File: config.mk
export PLATFORM = sky130hd
export DESIGN_NAME = uart_rx_param
export DESIGN_NICKNAME = d
export VERILOG_FILES = /design/src/rtl/uart_pkg.sv /design/src/rtl/uart_baud_tick.sv /design/src/rtl/uart_rx_param.sv
export SDC_FILE = /design/constraint.sdc
export NUM_CORES = 1
export LEC_CHECK = 0
export CAP_MARGIN = 5
export CORE_ASPECT_RATIO = 1.25
export CORE_MARGIN = 2
export CORE_UTILIZATION = 60
export DETAILED_ROUTE_END_ITERATION = 8
export GPL_TIMING_DRIVEN = 1
export PLACE_DENSITY = 0.82
export SLEW_MARGIN = 20
export SYNTH_ARGS = -nofsm -noshare
export SYNTH_HDL_FRONTEND = slang
export SYNTH_HIERARCHICAL = 1
export SYNTH_SLANG_ARGS = --single-unit
File: constraint.sdc
create_clock -name clk_i -period 4.2 [get_ports clk_i]
set_input_delay 1.26 -clock clk_i [delete_from_list [all_inputs] [get_ports clk_i]]
set_output_delay 1.26 -clock clk_i [all_outputs]
set_load 0.01 [all_outputs]
File: src/rtl/uart_pkg.sv
// Shared UART definitions: receiver state encodings, parity modes and the
// oversample-tick divider calculation reused by the transmit side.
package uart_pkg;

    typedef enum logic [2:0] {
        S_IDLE   = 3'd0,
        S_START  = 3'd1,
        S_DATA   = 3'd2,
        S_PARITY = 3'd3,
        S_STOP   = 3'd4
    } rx_state_e;

    localparam int PAR_NONE = 0;
    localparam int PAR_ODD  = 1;
    localparam int PAR_EVEN = 2;

    // Floor division: the tick rate is slightly fast, never slow.
    function automatic int calc_tick_div(input int clk_freq_hz, input int baud,
                                         input int oversample);
        return clk_freq_hz / (baud * oversample);
    endfunction

endpackage

File: src/rtl/uart_baud_tick.sv
// Oversample tick generator: one-cycle pulse every TICK_DIV clocks while
// enabled, counter parked at zero when disabled.
module uart_baud_tick #(
    parameter int TICK_DIV = 651
) (
    input  logic clk_i,
    input  logic rst_i,
    input  logic en_i,
    output logic tick_o
);

    localparam int CW = (TICK_DIV > 1) ? $clog2(TICK_DIV) : 1;

    logic [CW-1:0] cnt_q, cnt_d;

    always_comb begin
        cnt_d  = cnt_q;
        tick_o = 1'b0;
        if (!en_i) begin
            cnt_d = '0;
        end else if (cnt_q == CW'(TICK_DIV - 1)) begin
            cnt_d  = '0;
            tick_o = 1'b1;
        end else begin
            cnt_d = cnt_q + CW'(1);
        end
    end

    always_ff @(posedge clk_i) begin
        if (rst_i) begin
            cnt_q <= '0;
        end else begin
            cnt_q <= cnt_d;
        end
    end

endmodule

File: src/rtl/uart_rx_param.sv
// Parametrised UART receiver: 16x-style oversampling, mid-bit sampling,
// optional parity, 1/2 stop bits, valid/ready output register with flags.
//
// state    | meaning
// S_IDLE   | line idle, waiting for a low sample on a tick
// S_START  | qualifying the start bit at its centre (glitch rejection)
// S_DATA   | sampling payload bits, LSB first
// S_PARITY | sampling the parity bit
// S_STOP   | sampling stop bit(s); last one commits the frame
module uart_rx_param
    import uart_pkg::*;
#(
    parameter int CLK_FREQ_HZ = 100000000,
    parameter int BAUD        = 9600,
    parameter int OVERSAMPLE  = 16,
    parameter int DATA_BITS   = 8,
    parameter int PARITY      = 0,
    parameter int STOP_BITS   = 1
) (
    input  logic                 clk_i,
    input  logic                 rst_i,
    input  logic                 en_i,
    input  logic                 rx_i,
    output logic [DATA_BITS-1:0] dout_o,
    output logic                 dout_valid_o,
    input  logic                 dout_ready_i,
    output logic                 frame_err_o,
    output logic                 parity_err_o,
    output logic                 overrun_o,
    output logic                 busy_o
);

    localparam int   TICK_DIV = calc_tick_div(CLK_FREQ_HZ, BAUD, OVERSAMPLE);
    localparam int   OSW      = $clog2(OVERSAMPLE);
    localparam int   BW       = $clog2(DATA_BITS);
    localparam logic PAR_EXP  = (PARITY == PAR_ODD);

    localparam logic [OSW-1:0] OS_HALF = OSW'(OVERSAMPLE / 2 - 1);
    localparam logic [OSW-1:0] OS_LAST = OSW'(OVERSAMPLE - 1);

    logic                 sync1_q, rx_s;
    logic                 tick;
    rx_state_e            state_q, state_d;
    logic [OSW-1:0]       os_q, os_d;
    logic [BW-1:0]        bit_q, bit_d;
    logic                 stop_q, stop_d;
    logic [DATA_BITS-1:0] shift_q, shift_d;
    logic                 fe_q, fe_d;
    logic                 pe_q, pe_d;
    logic                 commit_q, commit_d;

    logic [DATA_BITS-1:0] dout_q, dout_d;
    logic                 valid_q, valid_d;
    logic                 ferr_q, ferr_d;
    logic                 perr_q, perr_d;
    logic                 ovr_q, ovr_d;

    uart_baud_tick #(
        .TICK_DIV (TICK_DIV)
    ) u_tick (
        .clk_i  (clk_i),
        .rst_i  (rst_i),
        .en_i   (en_i),
        .tick_o (tick)
    );

    always_ff @(posedge clk_i) begin
        if (rst_i) begin
            sync1_q <= 1'b1;
            rx_s    <= 1'b1;
        end else begin
            sync1_q <= rx_i;
            rx_s    <= sync1_q;
        end
    end

    always_comb begin
        state_d  = state_q;
        os_d     = os_q;
        bit_d    = bit_q;
        stop_d   = stop_q;
        shift_d  = shift_q;
        fe_d     = fe_q;
        pe_d     = pe_q;
        commit_d = 1'b0;
        if (!en_i) begin
            state_d = S_IDLE;
            os_d    = '0;
        end else if (tick) begin
            case (state_q)
                S_IDLE: begin
                    if (!rx_s) begin
                        state_d = S_START;
                        os_d    = '0;
                    end
                end
                S_START: begin
                    if (os_q == OS_HALF) begin
                        os_d = '0;
                        if (!rx_s) begin
                            state_d = S_DATA;
                            bit_d   = '0;
                            fe_d    = 1'b0;
                            pe_d    = 1'b0;
                        end else begin
                            state_d = S_IDLE;
                        end
                    end else begin
                        os_d = os_q + OSW'(1);
                    end
                end
                S_DATA: begin
                    if (os_q == OS_LAST) begin
                        os_d    = '0;
                        shift_d = {rx_s, shift_q[DATA_BITS-1:1]};
                        bit_d   = bit_q + BW'(1);
                        if (bit_q == BW'(DATA_BITS - 1)) begin
                            state_d = (PARITY != PAR_NONE) ? S_PARITY : S_STOP;
                            stop_d  = 1'b0;
                        end
                    end else begin
                        os_d = os_q + OSW'(1);
                    end
                end
                S_PARITY: begin
                    if (os_q == OS_LAST) begin
                        os_d    = '0;
                        pe_d    = ((^shift_q) ^ rx_s) != PAR_EXP;
                        state_d = S_STOP;
                        stop_d  = 1'b0;
                    end else begin
                        os_d = os_q + OSW'(1);
                    end
                end
                S_STOP: begin
                    if (os_q == OS_LAST) begin
                        os_d = '0;
                        fe_d = fe_q | ~rx_s;
                        // No wait for the end of the stop bit: lets the next start edge resync.
                        if (stop_q == 1'(STOP_BITS - 1)) begin
                            state_d  = S_IDLE;
                            commit_d = 1'b1;
                        end else begin
                            stop_d = stop_q + 1'b1;
                        end
                    end else begin
                        os_d = os_q + OSW'(1);
                    end
                end
                default: state_d = S_IDLE;
            endcase
        end
    end

    always_ff @(posedge clk_i) begin
        if (rst_i) begin
            state_q  <= S_IDLE;
            os_q     <= '0;
            bit_q    <= '0;
            stop_q   <= 1'b0;
            shift_q  <= '0;
            fe_q     <= 1'b0;
            pe_q     <= 1'b0;
            commit_q <= 1'b0;
        end else begin
            state_q  <= state_d;
            os_q     <= os_d;
            bit_q    <= bit_d;
            stop_q   <= stop_d;
            shift_q  <= shift_d;
            fe_q     <= fe_d;
            pe_q     <= pe_d;
            commit_q <= commit_d;
        end
    end

    // A commit in the same cycle as a handshake reloads the register.
    always_comb begin
        dout_d  = dout_q;
        valid_d = valid_q;
        ferr_d  = ferr_q;
        perr_d  = perr_q;
        ovr_d   = ovr_q;
        if (valid_q && dout_ready_i) begin
            valid_d = 1'b0;
            ovr_d   = 1'b0;
        end
        if (commit_q) begin
            if (!valid_q || dout_ready_i) begin
                dout_d  = shift_q;
                ferr_d  = fe_q;
                perr_d  = pe_q;
                valid_d = 1'b1;
            end else begin
                ovr_d = 1'b1;
            end
        end
    end

    always_ff @(posedge clk_i) begin
        if (rst_i) begin
            dout_q  <= '0;
            valid_q <= 1'b0;
            ferr_q  <= 1'b0;
            perr_q  <= 1'b0;
            ovr_q   <= 1'b0;
        end else begin
            dout_q  <= dout_d;
            valid_q <= valid_d;
            ferr_q  <= ferr_d;
            perr_q  <= perr_d;
            ovr_q   <= ovr_d;
        end
    end

    assign dout_o       = dout_q;
    assign dout_valid_o = valid_q;
    assign frame_err_o  = ferr_q;
    assign parity_err_o = perr_q;
    assign overrun_o    = ovr_q;
    assign busy_o       = (state_q != S_IDLE);

endmodule
# After elaboration in Yosys (flattened, before gate mapping)

Index checks and enable logic that the tools add are counted.

Output and inout bits: 13
Input port bits: 5
Register bits after elaboration: 46
Word-level logic and storage cells: 104

Muxes and demuxes: 38
Reductions and logical operators: 23
Add/subtract/negate cells: 4
Equal/unequal tests: 16
Bitwise gates (word level): 7

Operator list:

| cell                  | count |
|---|---|
| $mux 3                | 10 |
| $mux 1                | 18 |
| $reduce_and 6->1      | 3 |
| $ne 2x2->1 const B    | 8 |
| $pmux 3 s5            | 1 |
| $mux 4                | 3 |
| $pmux 4 s3            | 1 |
| $add 10x1->10 const B | 1 |
| $eq 10x10->1 const B  | 1 |
| $reduce_bool 3->1     | 3 |
| $reduce_and 8->1      | 1 |
| $reduce_xor 8->1      | 1 |
| $reduce_and 7->1      | 1 |
| $eq 3x2->1 const B    | 2 |
| $eq 3x3->1 const B    | 2 |
| $pmux 3 s2            | 1 |
| $reduce_bool 2->1     | 3 |
| $reduce_or 3->1       | 2 |
| $not 1->1             | 5 |
| $reduce_or 5->1       | 1 |
| $add 4x1->4 const B   | 1 |
| $eq 4x3->1 const B    | 1 |
| $eq 4x4->1 const B    | 1 |
| $pmux 1 s2            | 2 |
| other kinds (15)      | 15 |

# Longest topological paths before layout

Gate-level depths: netlist of run 1.

Word-level depth: 5
Gate-level depth with buffers: 9
Depth with buffers taken out: 9

# Hierarchy

Netlist of run 1, hierarchy kept.

By module, submodules not included:

| module         | sequential area each (um2) | area an instance (um2) | cells an instance | instances |
|---|---|---|---|---|
| uart_rx_param  | 700.7                      | 1596.5                 | 170               | 1 |
| uart_baud_tick | 200.2                      | 484.2                  | 52                | 1 |

# Least setup slack after synthesis of run 1

Ideal clock, no wire load.

Kind: in2reg
Start: in en_i
End: reg pe_q
Arrival: 2313 ps
Cell stages on the path: 4
Data required time: 4099 ps
Buffers on the path: 0
Library setup time: 101 ps
Setup slack: 1786 ps
Path through: and2_1 -> o311ai_1 -> or3_1 -> o41ai_1

Word-level cells in the longest chain between the ends: 2

Ends and longest elaborated chain:

| what                                | line                 | text |
|---|---|---|
| from (decl)                         | uart_rx_param.sv:22  | `input logic en_i,` |
| $mux 1                              | uart_baud_tick.sv:19 | `if (!en_i) begin` |
| $reduce_and 6->1 (no source line) * | n/a                  |  |
| to (signal assigned)                | uart_rx_param.sv:172 | `pe_q <= pe_d;` |
| to (decl)                           | uart_rx_param.sv:49  | `logic pe_q, pe_d;` |

Mark *: on every way between the ends. The rest lies on a longest branch, timed or not.
A chain may end at the register's enable or synchronous reset.

# Final worst setup path of run 1

Start: reg state_q[1]
End: out busy_o

Word-level cells in the longest chain between the ends: 1

Ends and longest elaborated chain:

| what                   | line                 | text |
|---|---|---|
| from (decl)            | uart_rx_param.sv:43  | `rx_state_e state_q, state_d;` |
| from (signal assigned) | uart_rx_param.sv:166 | `state_q <= state_d;` |
| $reduce_bool 3->1      | uart_rx_param.sv:221 | `assign busy_o = (state_q != S_IDLE);` |
| to (decl)              | uart_rx_param.sv:30  | `output logic busy_o` |

No other way between the ends.

==> flow_summary.ini, run 1 <==
[logic_synthesis]
synth_top_area_frac = 0.433
yosys_warnings = 6
synth-seq-area-share = 0.433
synth_ff_type = dfxtp_1
synth_area_leaders = dfxtp_1 43%, mux2i_1 8.7%, nor2_1 4.3%
synth_edf_count = 0
syn-cell-area_mm2 = 0.00208
syn_area_per_cell_um2 = 9.37
yosys-top-cells-count = 45 x dfxtp_1, 24 x nor2_1, 18 x mux2i_1
synthesis.nets = 232
async_flop_share = 0
ys_ff_latch = 45
synth_most_common_cell = dfxtp_1
synth_largest_area_cell = dfxtp_1
ys_types = 46
synthCells = 222

[timing]
rsz0062_at_grt = no
slew_violations = 0
period_needed_ns = 3.00
hold_violations = 0
relSlewSlack = 0.488
min_period_over_period = 0.714
tightest_slew_ns = 0.756
tns_ns = 0
clock.fmax_mhz = 333
final-setup-viol-count = 0
finClkSkew_ns = 0.00496

[power_and_ir_drop]
p_seq_frac = 0.544
swShare = 0.205
ir_drop_uv = 267
combPwrFrac = 0.024
internal_power_uw = 629
switchingPower_uw = 162
p_clk_frac = 0.432
p_per_area_mw_per_mm2 = 329
leakagePower_nw = 0.928

[cts]
clockBufferDepth = 2
ctsResizeCount = 0
post_cts_buffers = 0
hold_buffers = 0
clk_latency_ns = 0.30
cts_tree = done
cts_root_buf = clkbuf_8
h-tree-depth = 2
clkSinkCount = 45
numCtsBuffers = 5
clkSlewWorstSetupHoldPaths_ns = 0.08

[min_path]
hp-start = sync1_q
worstHoldPathType = reg2reg
min_path_cells = 1
min_to = rx_s

[drt]
drc = 0
routedWlPerCell_um = 15.3
dr.pass1.iters = 4
ant_nets = 0
viasPerCell = 6.16
drt-total-wl_mm = 4.26
via_count = 1713
dr.first_iter.drc_count = 93

[placed_design]
port_buffers = 17
gp_congestion = 0.831
place_inst = 270
dp_hpwl_mm = 3.13

[layout]
diodes = 0
fill_cells = 251
drive_gt1_frac = 0.0788
final_cells = 278
areaGrowthSynthToFinish_pct = 15.4
final_nets = 250

[critical_path]
ff2ff_path_depth = 6
worstPathRequired_ns = 2.94
cp-start-kind = flip-flop
worstSetupEndpointType = output pin
r2r-end = pe_q
arrival_ns = 1.74
path_max_fanout = 18
r2r_start = u_tick/cnt_q[2]
rrSetupSlack_ns = 1.69
path_class = reg2out

[global_route]
grt_overflow = 0
grt_pass1_vias = 1637
antenna_found_initial = 0
grt_use_total = 0.233
grt_max_degree = 19
grt_pass1_wl_mm = 7.27

[die]
ios = 18
die_area_mm2 = 0.00396
initial_core_util = 0.640
die_w_um = 56.7
core_area_mm2 = 0.00325
rows = 23
die_h_um = 69.8

[outcome]
status = completed

[flow_run]
cap_viol_max_count = 0
## worst max-delay path, cell delays in order (launching register included)
cell             delay, ns
dfxtp_1               0.65
nor3_1                0.15
inv_1                 0.11
clkdlybuf4s50_1       0.53
## flip-flops by register name, summed over array words and instances, names as in the netlist
name,flops
parity_err_o,1
state_q,3
rx_s,1
u_tick/cnt_q,10
frame_err_o,1
overrun_o,1
shift_q,8
fe_q,1
sync1_q,1
dout_valid_o,1
bit_q,3
commit_q,1
os_q,4
dout_o,8
pe_q,1
## metrics by stage
| step | total power [mW] | setup slack, ns | area (um^2) | utilization | hold WS (ns) |
|---|---|---|---|---|---|
| CTS | 0.795 | 1.21 | 2400 | 0.738 | 0.423 |
| global route | 0.814 | 1.09 | 2400 | 0.738 | 0.451 |
| global placement | 0.458 | 1.09 | 2280 | 0.701 | 0.403 |
| finish | 0.791 | 1.20 | 2400 | 0.738 | 0.421 |
| detailed placement | 0.459 | 0.991 | 2280 | 0.701 | 0.398 |
| floorplan | 0.451 | 1.79 | 2080 | - | 0.389 |
## worst max-delay path by stage
stage	start	end	cells past startpoint
6_report	state_q[1]	busy_o	3
5_1_grt	state_q[1]	busy_o	3
4_1_cts	state_q[1]	busy_o	3
3_5_place_dp	en_i	pe_q	5
3_3_place_gp	en_i	pe_q	5
2_1_floorplan	en_i	pe_q	4
## cell usage in the layout, fill, tap and decap left out, types with 6 or more instances in the layout
master,n
clkbuf_8,6
nand3_1,6
inv_1,7
a211oi_1,6
nor2_1,24
dfxtp_1,45
nand2_1,6
a21oi_1,13
nor3_1,8
o21ai_1,6
xnor2_1,7
mux2i_1,18
clkdlybuf4s50_1,17
o21ai_0,8
## cell families after synthesis
| logic type | after synthesis | synth area share |
|---|---|---|
| fa+ha+maj | 5 | 0.0301 |
| mux | 18 | 0.0866 |
| flops | 45 | 0.433 |
| simple gates | 83 | 0.233 |
| buf+inv | 16 | 0.0313 |
| xor+xnor | 12 | 0.0571 |
| compound gates | 43 | 0.129 |
## power groups by stage
stage | combinational (mW) | clock, mW | sequential, mW
after global placement | 0.0180 | 0 | 0.440
after CTS | 0.0190 | 0.346 | 0.430
final | 0.0192 | 0.342 | 0.430
after detailed placement | 0.0191 | 0 | 0.440
after floorplan | 0.0114 | 0 | 0.440
after global routing | 0.0211 | 0.362 | 0.430
## cell type report
type,instances,area (um^2),area share
clock buffer,6,82.6,0.0344
clock inverter,2,37.5,0.0156
inverter,7,26.3,0.0109
multi-input combinational,161,1110,0.464
sequential,45,901,0.375
tap,37,46.3,0.0193
timing repair buffer,20,193,0.0803
## layer usage
layer | track usage | wire [um]
met4 | 0.111 | 78
met2 | 0.394 | 2310
met5 | 0 | 0
met1 | 0.270 | 1700
met3 | 0.0616 | 165
Note: power is estimated with default switching activity, not from simulation.
==> run 2: changes to the inputs <==
- CORE_UTILIZATION: 60 -> 56
- PLACE_DENSITY: 0.82 -> 0.78
- clock period: 4.2 -> 3.05 ns (I/O delays scaled with it)
==> flow_summary.ini, run 2 (synthesized netlist as in run 1, its figures left out) <==
[global_route]
grt_overflow = 0
grt_pass1_wl_mm = 6.53
grt_pass1_vias = 1480
grt_max_degree = 29
antenna_found_initial = 0
grt_use_total = 0.199

[placed_design]
place_inst = 273
gp_congestion = 0.786
placed_area_mm2 = 0.00229
port_buffers = 17
dp_hpwl_mm = 2.72

[power_and_ir_drop]
switchingPower_uw = 207
leakagePower_nw = 0.914
p_seq_frac = 0.610
p_clk_frac = 0.363
p_per_area_mw_per_mm2 = 409
combPwrFrac = 0.027
ir_drop_uv = 452
finalPower_uw = 971
internal_power_uw = 763
swShare = 0.214

[die]
rows = 24
core_area_mm2 = 0.00351
die_h_um = 72.2
die_w_um = 58.5
ios = 18
die_area_mm2 = 0.00422
initial_core_util = 0.592

[cts]
cts_root_buf = clkbuf_8
numCtsBuffers = 5
hold_buffers = 0
h-tree-depth = 2
clk_latency_ns = 0.29
clkSinkCount = 45
ctsResizeCount = 0
clkSlewWorstSetupHoldPaths_ns = 0.08
post_cts_buffers = 0
clockBufferDepth = 2
cts_tree = done

[critical_path]
crit_chain = nor3_1 -> inv_1 -> clkdlybuf4s50_1
arrival_ns = 1.73
worstSetupEndpointType = output pin
path_class = reg2out
cp_top_family = buffers and inverters
crit_start = state_q[1]
critPathMaxStageDelay_ns = 0.65
path_max_fanout = 18
worstPathRequired_ns = 2.13
r2r_start = u_tick/cnt_q[4]
cp-start-kind = flip-flop
slowest_stage = dfxtp_1
cp_num_buf_inv = 2

[drt]
dr.pass1.iters = 4
drt-total-wl_mm = 3.78
viasPerCell = 5.91
via_count = 1661
routedWlPerCell_um = 13.5
dr.first_iter.drc_count = 58
ant_nets = 0
drc = 0

[layout]
final_nets = 251
largest_reg_flops = 10
drive_gt1_frac = 0.0744
post-route-util = 0.676
finalInstanceArea_mm2 = 0.00237
final_cells = 281
regMostFlops = u_tick/cnt_q
areaGrowthSynthToFinish_pct = 14.1
final_common_cell = dfxtp_1
diodes = 0
mostFrequentLayoutCells = 45 x dfxtp_1, 24 x nor2_1, 18 x mux2i_1

[timing]
min_period_over_period = 0.868
finClkSkew_ns = 0.00485
tns_ns = 0
slew_violations = 0
period_needed_ns = 2.65
tightest_slew_ns = 0.718
clock.fmax_mhz = 378
final-setup-viol-count = 0
rsz0062_at_grt = no
hold_violations = 0
relSlewSlack = 0.514

[min_path]
worstHoldPathType = reg2reg
hp-start = sync1_q

[outcome]
status = completed

[flow_run]
cap_viol_max_count = 0
-- run 2: through the flow --
| stage | setup WS, ns | hold WS, ns |
|---|---|---|
| 2_1_floorplan | 0.881 | 0.389 |
| 3_5_place_dp | 0.307 | 0.402 |
| 4_1_cts | 0.416 | 0.428 |
| 5_1_grt | 0.259 | 0.433 |
| 3_3_place_gp | 0.396 | 0.398 |
| 6_report | 0.402 | 0.422 |
-- run 2: power groups by stage --
stage,sequential (mW),clock [mW],combinational (mW)
floorplan,0.605,0,0.0157
global placement,0.606,0,0.0266
detailed placement,0.606,0,0.0269
CTS,0.592,0.365,0.0270
global route,0.593,0.387,0.0291
finish,0.592,0.352,0.0265
-- run 2: area by class of cell --
type / instances / area [um^2]
Clock buffer: 7 / 76.3
Clock inverter: 1 / 7.51
Fill cell: 300 / 1140
Inverter: 7 / 26.3
Multi-Input combinational cell: 161 / 1110
Sequential cell: 45 / 901
Tap cell: 39 / 48.8
Timing Repair Buffer: 21 / 200
-- run 2: final timing paths --
path | end | slack, ns | depth (start not counted)
worst max-delay path | busy_o | 0.40 | 3
worst min-delay path | rx_s | 0.42 | 1
worst max register to register | pe_q | 0.55 | 6
worst min register to register | rx_s | 0.42 | 1
-- run 2: layer usage --
metal,vias up,global-route usage,part of all wire
met1,776,0.240,0.44
met5,-,0,0
met3,9,0.0517,0.042
li1,838,-,-
met2,38,0.325,0.49
met4,0,0.0956,0.027
-- run 2: worst register-to-register path: cells and delay by family (launching register included) --
family | cells | cell delay (ns)
AND/OR/NAND/NOR | 4 | 1.47
flip-flops | 1 | 0.35
AO/OA/AOI/OAI | 2 | 0.59
